File: src/rtl/sram_axi_bridge_pkg.sv
// Shared types and helpers for the SRAM-to-AXI3 bridge: FSM states, AXI size
// codes and the kseg address map.
package mem_bridge_pkg;

  typedef enum logic [2:0] {
    IDLE,
    RD_AR,
    RD_R,
    WR_AW_W,
    WR_B
  } state_e;

  localparam logic [2:0] AXI_SIZE_1B = 3'd0;
  localparam logic [2:0] AXI_SIZE_2B = 3'd1;
  localparam logic [2:0] AXI_SIZE_4B = 3'd2;
  localparam logic [2:0] AXI_SIZE_8B = 3'd3;

  localparam logic [31:0] KSEG_BASE = 32'h8000_0000;
  localparam logic [31:0] KSEG_MASK = 32'h1FFF_FFFF;

  function automatic logic [2:0] to_axi_size(input logic [1:0] sz);
    case (sz)
      2'd0:    return AXI_SIZE_1B;
      2'd1:    return AXI_SIZE_2B;
      2'd2:    return AXI_SIZE_4B;
      default: return AXI_SIZE_8B;
    endcase
  endfunction

  // kseg0/kseg1 (0x8000_0000..0xBFFF_FFFF) fold onto physical low memory.
  function automatic logic [31:0] kseg_map(input logic [31:0] addr);
    if ((addr & 32'hC000_0000) == KSEG_BASE) return addr & KSEG_MASK;
    return addr;
  endfunction

endpackage

File: src/rtl/sram_axi_bridge_if.sv
// Bus interfaces of the bridge: sram_if (CPU master -> bridge slave) and
// axi_if (bridge master -> AXI3 slave).
interface sram_if #(
  parameter int unsigned NUM_CH = 2,
  parameter int unsigned ADDR_W = 32,
  parameter int unsigned DATA_W = 32
);
  logic [NUM_CH-1:0]            m_req;
  logic [NUM_CH-1:0]            m_wr;
  logic [2*NUM_CH-1:0]          m_size;
  logic [ADDR_W*NUM_CH-1:0]     m_addr;
  logic [DATA_W*NUM_CH-1:0]     m_wdata;
  logic [(DATA_W/8)*NUM_CH-1:0] m_wstrb;
  logic [NUM_CH-1:0]            m_addr_ok;
  logic [NUM_CH-1:0]            m_data_ok;
  logic [DATA_W-1:0]            m_rdata;

  modport master (
    output m_req, m_wr, m_size, m_addr, m_wdata, m_wstrb,
    input  m_addr_ok, m_data_ok, m_rdata
  );
  modport slave (
    input  m_req, m_wr, m_size, m_addr, m_wdata, m_wstrb,
    output m_addr_ok, m_data_ok, m_rdata
  );
endinterface

interface axi_if #(
  parameter int unsigned ID_W   = 4,
  parameter int unsigned ADDR_W = 32,
  parameter int unsigned DATA_W = 32
);
  logic [ID_W-1:0]     arid;
  logic [ADDR_W-1:0]   araddr;
  logic [2:0]          arsize;
  logic                arvalid;
  logic                arready;
  logic [ID_W-1:0]     rid;
  logic [DATA_W-1:0]   rdata;
  logic                rvalid;
  logic                rready;
  logic [ID_W-1:0]     awid;
  logic [ADDR_W-1:0]   awaddr;
  logic [2:0]          awsize;
  logic                awvalid;
  logic                awready;
  logic [DATA_W-1:0]   wdata;
  logic [DATA_W/8-1:0] wstrb;
  logic                wvalid;
  logic                wready;
  logic [ID_W-1:0]     bid;
  logic                bvalid;
  logic                bready;

  modport master (
    output arid, araddr, arsize, arvalid, rready,
           awid, awaddr, awsize, awvalid, wdata, wstrb, wvalid, bready,
    input  arready, rid, rdata, rvalid, awready, wready, bid, bvalid
  );
  modport slave (
    input  arid, araddr, arsize, arvalid, rready,
           awid, awaddr, awsize, awvalid, wdata, wstrb, wvalid, bready,
    output arready, rid, rdata, rvalid, awready, wready, bid, bvalid
  );
endinterface

File: src/rtl/sram_axi_bridge_prio_arbiter.sv
// Fixed-priority arbiter: the highest-index active request wins; emits a
// one-hot grant and its binary index.
module prio_arbiter #(
  parameter int unsigned NUM_CH = 2,
  parameter int unsigned IDX_W  = 1
) (
  input  logic [NUM_CH-1:0] req_i,
  output logic [NUM_CH-1:0] gnt_o,
  output logic [IDX_W-1:0]  idx_o,
  output logic              any_o
);

  always_comb begin
    gnt_o = '0;
    idx_o = '0;
    for (int unsigned i = 0; i < NUM_CH; i++) begin
      if (req_i[i]) begin
        gnt_o    = '0;
        gnt_o[i] = 1'b1;
        idx_o    = IDX_W'(i);
      end
    end
    any_o = |req_i;
  end

endmodule

File: src/rtl/sram_axi_bridge.sv
// Multi-channel sram-like to single-beat AXI3 bridge, one outstanding transaction.
// Define KSEG_MAP_EN to apply the kseg virtual-to-physical address map on accept.
module sram_axi_bridge
  import mem_bridge_pkg::*;
#(
  parameter int unsigned NUM_CH = 2,
  parameter int unsigned ADDR_W = 32,
  parameter int unsigned DATA_W = 32,
  parameter int unsigned ID_W   = 4
) (
  input  logic   clk,
  input  logic   rst,
  sram_if.slave  cpu,
  axi_if.master  axi
);

  localparam int unsigned IDX_W = (NUM_CH > 1) ? $clog2(NUM_CH) : 1;
  localparam int unsigned STRB_W = DATA_W / 8;

  state_e              state_q, state_d;
  logic [ADDR_W-1:0]   addr_q, addr_d;
  logic [1:0]          size_q, size_d;
  logic [DATA_W-1:0]   wdata_q, wdata_d;
  logic [STRB_W-1:0]   wstrb_q, wstrb_d;
  logic [ID_W-1:0]     id_q, id_d;
  logic                aw_done_q, aw_done_d;
  logic                w_done_q, w_done_d;

  logic [NUM_CH-1:0]   gnt;
  logic [IDX_W-1:0]    gidx;
  logic                gany;
  logic [ADDR_W-1:0]   req_addr, mapped_addr;

  logic [NUM_CH-1:0]   addr_ok, data_ok;
  logic                arvalid, rready, awvalid, wvalid, bready;

  prio_arbiter #(.NUM_CH(NUM_CH), .IDX_W(IDX_W)) u_arb (
    .req_i (cpu.m_req),
    .gnt_o (gnt),
    .idx_o (gidx),
    .any_o (gany)
  );

  assign req_addr = cpu.m_addr[gidx*ADDR_W +: ADDR_W];
`ifdef KSEG_MAP_EN
  assign mapped_addr = ADDR_W'(kseg_map(32'(req_addr)));
`else
  assign mapped_addr = req_addr;
`endif

  always_comb begin
    state_d   = state_q;
    addr_d    = addr_q;
    size_d    = size_q;
    wdata_d   = wdata_q;
    wstrb_d   = wstrb_q;
    id_d      = id_q;
    aw_done_d = aw_done_q;
    w_done_d  = w_done_q;
    addr_ok   = '0;
    data_ok   = '0;
    arvalid   = 1'b0;
    rready    = 1'b0;
    awvalid   = 1'b0;
    wvalid    = 1'b0;
    bready    = 1'b0;
    case (state_q)
      IDLE: begin
        // Gated by rst so nothing is acknowledged that the register would drop.
        if (gany && !rst) begin
          addr_ok   = gnt;
          addr_d    = mapped_addr;
          size_d    = cpu.m_size[gidx*2 +: 2];
          wdata_d   = cpu.m_wdata[gidx*DATA_W +: DATA_W];
          wstrb_d   = cpu.m_wstrb[gidx*STRB_W +: STRB_W];
          id_d      = ID_W'(gidx);
          aw_done_d = 1'b0;
          w_done_d  = 1'b0;
          state_d   = cpu.m_wr[gidx] ? WR_AW_W : RD_AR;
        end
      end
      RD_AR: begin
        arvalid = 1'b1;
        if (axi.arready) state_d = RD_R;
      end
      RD_R: begin
        rready = 1'b1;
        if (axi.rvalid) begin
          for (int unsigned i = 0; i < NUM_CH; i++)
            data_ok[i] = (axi.rid == ID_W'(i));
          state_d = IDLE;
        end
      end
      WR_AW_W: begin
        awvalid   = !aw_done_q;
        wvalid    = !w_done_q;
        aw_done_d = aw_done_q | (awvalid & axi.awready);
        w_done_d  = w_done_q | (wvalid & axi.wready);
        if (aw_done_d && w_done_d) state_d = WR_B;
      end
      WR_B: begin
        bready = 1'b1;
        if (axi.bvalid) begin
          for (int unsigned i = 0; i < NUM_CH; i++)
            data_ok[i] = (axi.bid == ID_W'(i));
          state_d = IDLE;
        end
      end
      default: state_d = IDLE;
    endcase
  end

  always_ff @(posedge clk) begin
    if (rst) begin
      state_q   <= IDLE;
      addr_q    <= '0;
      size_q    <= '0;
      wdata_q   <= '0;
      wstrb_q   <= '0;
      id_q      <= '0;
      aw_done_q <= 1'b0;
      w_done_q  <= 1'b0;
    end else begin
      state_q   <= state_d;
      addr_q    <= addr_d;
      size_q    <= size_d;
      wdata_q   <= wdata_d;
      wstrb_q   <= wstrb_d;
      id_q      <= id_d;
      aw_done_q <= aw_done_d;
      w_done_q  <= w_done_d;
    end
  end

  assign cpu.m_addr_ok = addr_ok;
  assign cpu.m_data_ok = data_ok;
  assign cpu.m_rdata   = axi.rdata;

  assign axi.arid    = id_q;
  assign axi.araddr  = addr_q;
  assign axi.arsize  = to_axi_size(size_q);
  assign axi.arvalid = arvalid;
  assign axi.rready  = rready;
  assign axi.awid    = id_q;
  assign axi.awaddr  = addr_q;
  assign axi.awsize  = to_axi_size(size_q);
  assign axi.awvalid = awvalid;
  assign axi.wdata   = wdata_q;
  assign axi.wstrb   = wstrb_q;
  assign axi.wvalid  = wvalid;
  assign axi.bready  = bready;

endmodule

File: src/flat_wrapper.sv
// flat-port wrapper written by rule: the top's interface ports become plain ports
module sram_axi_bridge_flat import mem_bridge_pkg::*;
#(
  parameter int unsigned NUM_CH = 2,
  parameter int unsigned ADDR_W = 32,
  parameter int unsigned DATA_W = 32,
  parameter int unsigned ID_W   = 4
)
  (clk, rst, cpu_m_req, cpu_m_wr, cpu_m_size, cpu_m_addr, cpu_m_wdata, cpu_m_wstrb, cpu_m_addr_ok, cpu_m_data_ok, cpu_m_rdata, axi_arid, axi_araddr, axi_arsize, axi_arvalid, axi_rready, axi_awid, axi_awaddr, axi_awsize, axi_awvalid, axi_wdata, axi_wstrb, axi_wvalid, axi_bready, axi_arready, axi_rid, axi_rdata, axi_rvalid, axi_awready, axi_wready, axi_bid, axi_bvalid);
  sram_if #(.NUM_CH(NUM_CH), .ADDR_W(ADDR_W), .DATA_W(DATA_W)) cpu_i ();
  axi_if #(.ID_W(ID_W), .ADDR_W(ADDR_W), .DATA_W(DATA_W)) axi_i ();
  input  logic clk;
  input  logic rst;
  input wire logic [$bits(cpu_i.m_req)-1:0] cpu_m_req;
  input wire logic [$bits(cpu_i.m_wr)-1:0] cpu_m_wr;
  input wire logic [$bits(cpu_i.m_size)-1:0] cpu_m_size;
  input wire logic [$bits(cpu_i.m_addr)-1:0] cpu_m_addr;
  input wire logic [$bits(cpu_i.m_wdata)-1:0] cpu_m_wdata;
  input wire logic [$bits(cpu_i.m_wstrb)-1:0] cpu_m_wstrb;
  output wire logic [$bits(cpu_i.m_addr_ok)-1:0] cpu_m_addr_ok;
  output wire logic [$bits(cpu_i.m_data_ok)-1:0] cpu_m_data_ok;
  output wire logic [$bits(cpu_i.m_rdata)-1:0] cpu_m_rdata;
  output wire logic [$bits(axi_i.arid)-1:0] axi_arid;
  output wire logic [$bits(axi_i.araddr)-1:0] axi_araddr;
  output wire logic [$bits(axi_i.arsize)-1:0] axi_arsize;
  output wire logic [$bits(axi_i.arvalid)-1:0] axi_arvalid;
  output wire logic [$bits(axi_i.rready)-1:0] axi_rready;
  output wire logic [$bits(axi_i.awid)-1:0] axi_awid;
  output wire logic [$bits(axi_i.awaddr)-1:0] axi_awaddr;
  output wire logic [$bits(axi_i.awsize)-1:0] axi_awsize;
  output wire logic [$bits(axi_i.awvalid)-1:0] axi_awvalid;
  output wire logic [$bits(axi_i.wdata)-1:0] axi_wdata;
  output wire logic [$bits(axi_i.wstrb)-1:0] axi_wstrb;
  output wire logic [$bits(axi_i.wvalid)-1:0] axi_wvalid;
  output wire logic [$bits(axi_i.bready)-1:0] axi_bready;
  input wire logic [$bits(axi_i.arready)-1:0] axi_arready;
  input wire logic [$bits(axi_i.rid)-1:0] axi_rid;
  input wire logic [$bits(axi_i.rdata)-1:0] axi_rdata;
  input wire logic [$bits(axi_i.rvalid)-1:0] axi_rvalid;
  input wire logic [$bits(axi_i.awready)-1:0] axi_awready;
  input wire logic [$bits(axi_i.wready)-1:0] axi_wready;
  input wire logic [$bits(axi_i.bid)-1:0] axi_bid;
  input wire logic [$bits(axi_i.bvalid)-1:0] axi_bvalid;
  assign cpu_i.m_req = cpu_m_req;
  assign cpu_i.m_wr = cpu_m_wr;
  assign cpu_i.m_size = cpu_m_size;
  assign cpu_i.m_addr = cpu_m_addr;
  assign cpu_i.m_wdata = cpu_m_wdata;
  assign cpu_i.m_wstrb = cpu_m_wstrb;
  assign cpu_m_addr_ok = cpu_i.m_addr_ok;
  assign cpu_m_data_ok = cpu_i.m_data_ok;
  assign cpu_m_rdata = cpu_i.m_rdata;
  assign axi_arid = axi_i.arid;
  assign axi_araddr = axi_i.araddr;
  assign axi_arsize = axi_i.arsize;
  assign axi_arvalid = axi_i.arvalid;
  assign axi_rready = axi_i.rready;
  assign axi_awid = axi_i.awid;
  assign axi_awaddr = axi_i.awaddr;
  assign axi_awsize = axi_i.awsize;
  assign axi_awvalid = axi_i.awvalid;
  assign axi_wdata = axi_i.wdata;
  assign axi_wstrb = axi_i.wstrb;
  assign axi_wvalid = axi_i.wvalid;
  assign axi_bready = axi_i.bready;
  assign axi_i.arready = axi_arready;
  assign axi_i.rid = axi_rid;
  assign axi_i.rdata = axi_rdata;
  assign axi_i.rvalid = axi_rvalid;
  assign axi_i.awready = axi_awready;
  assign axi_i.wready = axi_wready;
  assign axi_i.bid = axi_bid;
  assign axi_i.bvalid = axi_bvalid;
  sram_axi_bridge #(.NUM_CH(NUM_CH), .ADDR_W(ADDR_W), .DATA_W(DATA_W), .ID_W(ID_W)) u_core (.clk(clk), .rst(rst), .cpu(cpu_i), .axi(axi_i));
endmodule
File: config.mk
export PLATFORM = sky130hd
export DESIGN_NAME = sram_axi_bridge_flat
export DESIGN_NICKNAME = d
export VERILOG_FILES = /design/src/rtl/sram_axi_bridge_pkg.sv /design/src/rtl/sram_axi_bridge_if.sv /design/src/rtl/sram_axi_bridge_prio_arbiter.sv /design/src/rtl/sram_axi_bridge.sv /design/src/flat_wrapper.sv
export SDC_FILE = /design/constraint.sdc
export NUM_CORES = 1
export LEC_CHECK = 0
export CAP_MARGIN = 20
export CORE_AREA = 2 2 133 135
export CTS_BUF_LIST = sky130_fd_sc_hd__clkbuf_4 sky130_fd_sc_hd__clkbuf_8 sky130_fd_sc_hd__clkbuf_16
export CTS_CLUSTER_DIAMETER = 40
export CTS_CLUSTER_SIZE = 28
export DETAILED_ROUTE_END_ITERATION = 7
export DIE_AREA = 0 0 135 137
export GPL_TIMING_DRIVEN = 1
export PLACE_DENSITY_LB_ADDON = 0.2
export SLEW_MARGIN = 20
export SYNTH_ARGS = -nofsm -noshare
export SYNTH_HDL_FRONTEND = slang
export SYNTH_SLANG_ARGS = --single-unit
File: constraint.sdc
create_clock -name clk -period 2.9 [get_ports clk]
set_input_delay 0.58 -clock clk [delete_from_list [all_inputs] [get_ports clk]]
set_output_delay 0.58 -clock clk [all_outputs]
set_load 0.005 [all_outputs]
---- Word-level counts from Yosys, hierarchy flattened ----
Index checks and enable logic that the tools add are counted.
storage, ports and cells
  flip-flop bits (word level) ............. 76
  bits of input ports ..................... 191
  output and inout port bits .............. 155
operators by class
  magnitude comparators ................... 1
  equality and inequality tests ........... 13
  shifts and indexed selects .............. 4
  muxes and demuxes ....................... 26
  bitwise gates (word level) .............. 4
  reduce and logical (&&, ||, !) cells .... 14
operators with widths
  kind                                                                   number
  64-bit by 7-bit variable part select with 32-bit output                2
  3-bit two-way mux                                                      5
  3-bit one-hot mux with 5 select lines                                  1
  2-bit two-way mux                                                      6
  1-bit two-way mux                                                      10
  4-bit by 1-bit equality test with 1-bit output, second input constant  2
  4-bit logical NOT                                                      2
  8-bit by 4-bit variable part select with 4-bit output                  1
  3-bit by 2-bit equality test with 1-bit output, second input constant  2
  2-bit != test, second input constant                                   3
  2-bit one-hot mux with 3 select lines                                  1
  5-bit AND reduction                                                    1
  2-bit by 1-bit != test with 1-bit output, second input constant        2
  1-bit one-hot mux with 2 select lines                                  2
  2-bit one-hot mux with 2 select lines                                  1
  2-bit AND reduction                                                    2
  4-bit by 3-bit variable part select with 2-bit output                  1
  3-bit by 1-bit equality test with 1-bit output, second input constant  1
  3-bit equality test, second input constant                             1
  1-bit logical NOT                                                      3
  3-bit logical NOT                                                      1
  1-bit bitwise AND                                                      2
  2-bit by 1-bit equality test with 1-bit output, second input constant  1
  2-bit equality test, second input constant                             1
  6 further kinds                                                        8

---- Logic depth before layout (Yosys ltp) ----
  word-level depth ........................ 6
  gate-level depth with buffers ........... 5

---- Cells and area by module ----
A second synthesis with hierarchy kept.
second synthesis, totals
  cell total of the unflattened synthesis .. 447
  area total of the unflattened synthesis .. 4165.2 um^2
by module, submodules not included
  module           times used  cells an instance  area an instance (um^2)  seq. area each (um^2)
  sram_axi_bridge  1           443                4137.7                   1521.5
  prio_arbiter     1           4                  27.5                     0.0

---- Least setup slack after synthesis ----
OpenSTA, ideal clock, no wires.
  path kind ............................... in2out
  from .................................... in rst
  to ...................................... out cpu_m_addr_ok[1]
  arrival time ............................ 1.498 ns
  data required time ...................... 2.320 ns
  setup slack ............................. 0.822 ns
  stages .................................. 5
  buffers on the path ..................... 2
  path through ............................ buf_2 > nor4_4 > buf_6 > nand2_1 > inv_1
between the ends
  word-level cells in the longest chain between the ends .. 4
RTL lines
  what                line                   source
  start: declaration  flat_wrapper.sv:13     input logic rst;
  1-bit logical NOT   sram_axi_bridge.sv:70  if (gany && !rst) begin
  1-bit logical AND   sram_axi_bridge.sv:70
  2-bit two-way mux   sram_axi_bridge.sv:70
  2-bit two-way mux   sram_axi_bridge.sv:67  case (state_q)
  end: declaration    flat_wrapper.sv:20     output wire logic [$bits(cpu_i.m_addr_ok)-1:0] cpu_m_addr_ok;
No other way between the ends.

---- Final worst setup path ----
  from .................................... reg u_core.state_q[0]
  to ...................................... out cpu_m_addr_ok[0]
between the ends
  word-level cells in the longest chain between the ends .. 2
RTL lines
  what                      line                    source
  start: declaration        sram_axi_bridge.sv:20   state_e state_q, state_d;
  start signal: assignment  sram_axi_bridge.sv:124  state_q <= state_d;
  3-bit logical NOT         sram_axi_bridge.sv:67
  2-bit two-way mux         sram_axi_bridge.sv:67
No other way between the ends.

==> impl_metrics.env <==
export IMPL_drc=0
export IMPL_ir_worst_vdd_mv=0.3045
export IMPL_post_cts_resized=0
export IMPL_finalSetupViolations=0
export IMPL_drt_initial_drc_count=114
export IMPL_std_cell_rows=48
export IMPL_ys_seq_area_share_pct=32.86
export IMPL_grtUsageMet1_pct=17.44
export IMPL_path_max_fanout=13
export IMPL_grt_pass1_vias=4187
export IMPL_hold_viol=0
export IMPL_cts_tree="built"
export IMPL_initial_core_util_pct=27.14
export IMPL_p_per_area_nw_per_um2=526.6
export IMPL_clk_path_buf_depth=2
export IMPL_gp_congestion=0.7305
export IMPL_startpoint="u_core.state_q[0]"
export IMPL_fin_skew_ns=0.006179
export IMPL_fill_cells=1592
export IMPL_hold_ws_ns=0.5052
export IMPL_leakagePower_nw=2.624
export IMPL_viasPerCell=4.717
export IMPL_synth_common_cells="buf_4 (82), dfxtp_1 (76), a21oi_1 (74)"
export IMPL_async_reset_ff_share_pct=0
export IMPL_clkSinkCount=76
export IMPL_cpMaxStageDelayCell="or4_4"
export IMPL_ys_flop_type="dfxtp_1"
export IMPL_crit_arrival_ns=2.27
export IMPL_slowest_delay_ns=0.64
export IMPL_numCtsBuffers=9
export IMPL_crit_required_ns=2.32
export IMPL_n_antenna_cell=0
export IMPL_tightest_slew_ns=0.7866
export IMPL_antenna_found_initial=0
export IMPL_relSlewSlack_pct=47.56
export IMPL_drv_slew=0
export IMPL_synth_cell_type_count=34
export IMPL_area_delta_synth_final_pct=56.49
export IMPL_fmax_mhz=351.2
export IMPL_crit_chain="or4_4 > nor3b_1 > clkdlybuf4s50_1"
export IMPL_final_setup_tns_ns=0
export IMPL_synth_edff_count=0
export IMPL_worstSetupEndpoint="cpu_m_addr_ok[0]"
export IMPL_die_y_um=137
export IMPL_rrSetupSlack_ns=0.89
export IMPL_cts_root_buf="clkbuf_16"
export IMPL_grt_use_met2_pct=26.51
export IMPL_critical_path_class="reg2out"
export IMPL_end_kind="output pin"
export IMPL_globalRouteTotalUtil_pct=15.64
export IMPL_die_w_um=135
export IMPL_postSynthAreaPerCell_um2=10.20
export IMPL_synth_top_cell_area_share_pct=32.86
export IMPL_run_status="finished, final reports clean"
export IMPL_coreArea_um2=17060
export IMPL_ys_seq_elements=76
export IMPL_rr_startpoint="u_core.state_q[0]"
export IMPL_reg2reg_depth=4
export IMPL_grt_busiest_layer="met2"
export IMPL_synth_area_leader_cell="dfxtp_1"
export IMPL_cap_violations=0
export IMPL_clkTransAtPathRegs_ns=0.06
export IMPL_dieArea_um2=18500
export IMPL_antenna_left=0
export IMPL_use_met3_pct=5.593
export IMPL_final_nets=827
export IMPL_grt_overflow=0
export IMPL_r2r_end="u_core.axi.araddr[30]"
export IMPL_rsz0062_at_grt="no"
export IMPL_worstHoldPathType="reg2reg"
export IMPL_vias=4085
export IMPL_wl_um=14760
export IMPL_synth_most_common_cell="buf_4"
export IMPL_worst_skew_pair_late_latency_ns=0.34
export IMPL_syn_inst=454
export IMPL_finalCriticalPeriod_ns=2.847
export IMPL_cts_hold_buf=0
export IMPL_dr_pass1_iters=4
export IMPL_wire_per_inst_um=17.05
export IMPL_cts_max_level=3
export IMPL_hpwl_um=10660
export IMPL_syn_area_um2=4629
export IMPL_portBuffers=273
export IMPL_post_cts_buffers=0
export IMPL_yosys_warnings=0
export IMPL_drive_above_1_share_pct=15.76
export IMPL_grt_max_degree=72
export IMPL_grt_pass1_wl_um=22340
export IMPL_synth_area_leaders="dfxtp_1 (33%), a211oi_2 (18%), mux2i_1 (15%)"
export IMPL_io_pins=346
export IMPL_finalCritPeriodShare_pct=98.18
export IMPL_setup_worst_path_start_class="register"
## power by group
part	switching, mW	internal [mW]
Sequential	0.0951	1.18
Clock	0.465	0.838
Combinational	0.504	0.736
## cell families (layout without fill, tap and decap cells)
family                 after synthesis  after routing  share of synthesized area, %
AO/OA/AOI/OAI                      156            156                         28.35
buffers and inverters              122            302                         19.11
flip-flops                          76             76                         32.86
multiplexers                        70             70                         15.14
other                                1              8                       0.08100
AND/OR/NAND/NOR                     29             29                         4.460
## cell usage in the layout (no fill, tap or decap), types with 2 or more instances in the layout
cell and instances:
nand3_1 2, nor3b_1 4, nor2_1 4, dfxtp_1 76, clkinv_2 2, a21oi_1 74, a211oi_2 68, a31oi_1 2
buf_12 3, conb_1 8, clkbuf_16 9, inv_1 3, a211oi_1 2, o21ai_0 5, nand3b_1 2, clkdlybuf4s50_1 271
clkinvlp_4 2, nand2_1 5, mux2i_1 70, o22ai_1 2, buf_4 9, nor4b_1 2, bufinv_16 3
## how the worst min path moves through the flow
stage	from	to	slack, ns	cells past startpoint
6_report	u_core.w_done_q	u_core.w_done_q	0.51	2
2_1_floorplan	u_core.aw_done_q	u_core.aw_done_q	0.46	2
3_3_place_gp	u_core.aw_done_q	u_core.aw_done_q	0.48	2
4_1_cts	u_core.w_done_q	u_core.w_done_q	0.51	2
3_5_place_dp	u_core.w_done_q	u_core.w_done_q	0.50	2
5_1_grt	u_core.w_done_q	u_core.w_done_q	0.53	2
## final cells by class
cell class	count	area, um^2	share of cell area (%)
Multi-Input combinational cell	263	2250	31.05
Clock buffer	9	225.2	3.109
Tap cell	225	281.5	3.886
Clock inverter	7	115.1	1.589
Timing Repair Buffer	283	2840	39.21
Inverter	3	11.26	0.1554
Sequential cell	76	1521	21.00
## flip-flops by register name, indices dropped and copies added (netlist names)
| name | cells |
|---|---|
| u_core.aw_done_q | 1 |
| u_core.axi.wstrb | 4 |
| u_core.axi.arid | 1 |
| u_core.w_done_q | 1 |
| u_core.axi.wdata | 32 |
| u_core.axi.araddr | 32 |
| u_core.state_q | 3 |
| u_core.size_q | 2 |
## worst max-delay path, delay by kind of cell, from the launching register on
family	cells	cell delay, ns
flops	1	0.47
simple gates	2	0.88
buf+inv	1	0.57
## stage by stage
stage	power, mW	setup WS, ns	instance area [um^2]	util (%)	cells
after detailed placement	2.547	0.1284	6904	40.48	850
after CTS	3.884	0.05856	7244	42.47	866
after global routing	4.030	0.004495	7244	42.47	866
final	3.815	0.05275	7244	42.47	866
after global placement	2.530	0.2100	6904	40.48	850
after floorplan	1.993	0.8217	4656	-	461
## layer usage
metal	part of all wire (%)	wire length (um)	up-vias
met5	0	0	-
met4	2.9	422	0
met3	9.7	1426	26
met2	49	7232	204
met1	38	5680	1907
li1	-	-	1948
No activity file was read; power rests on OpenSTA's default activity.
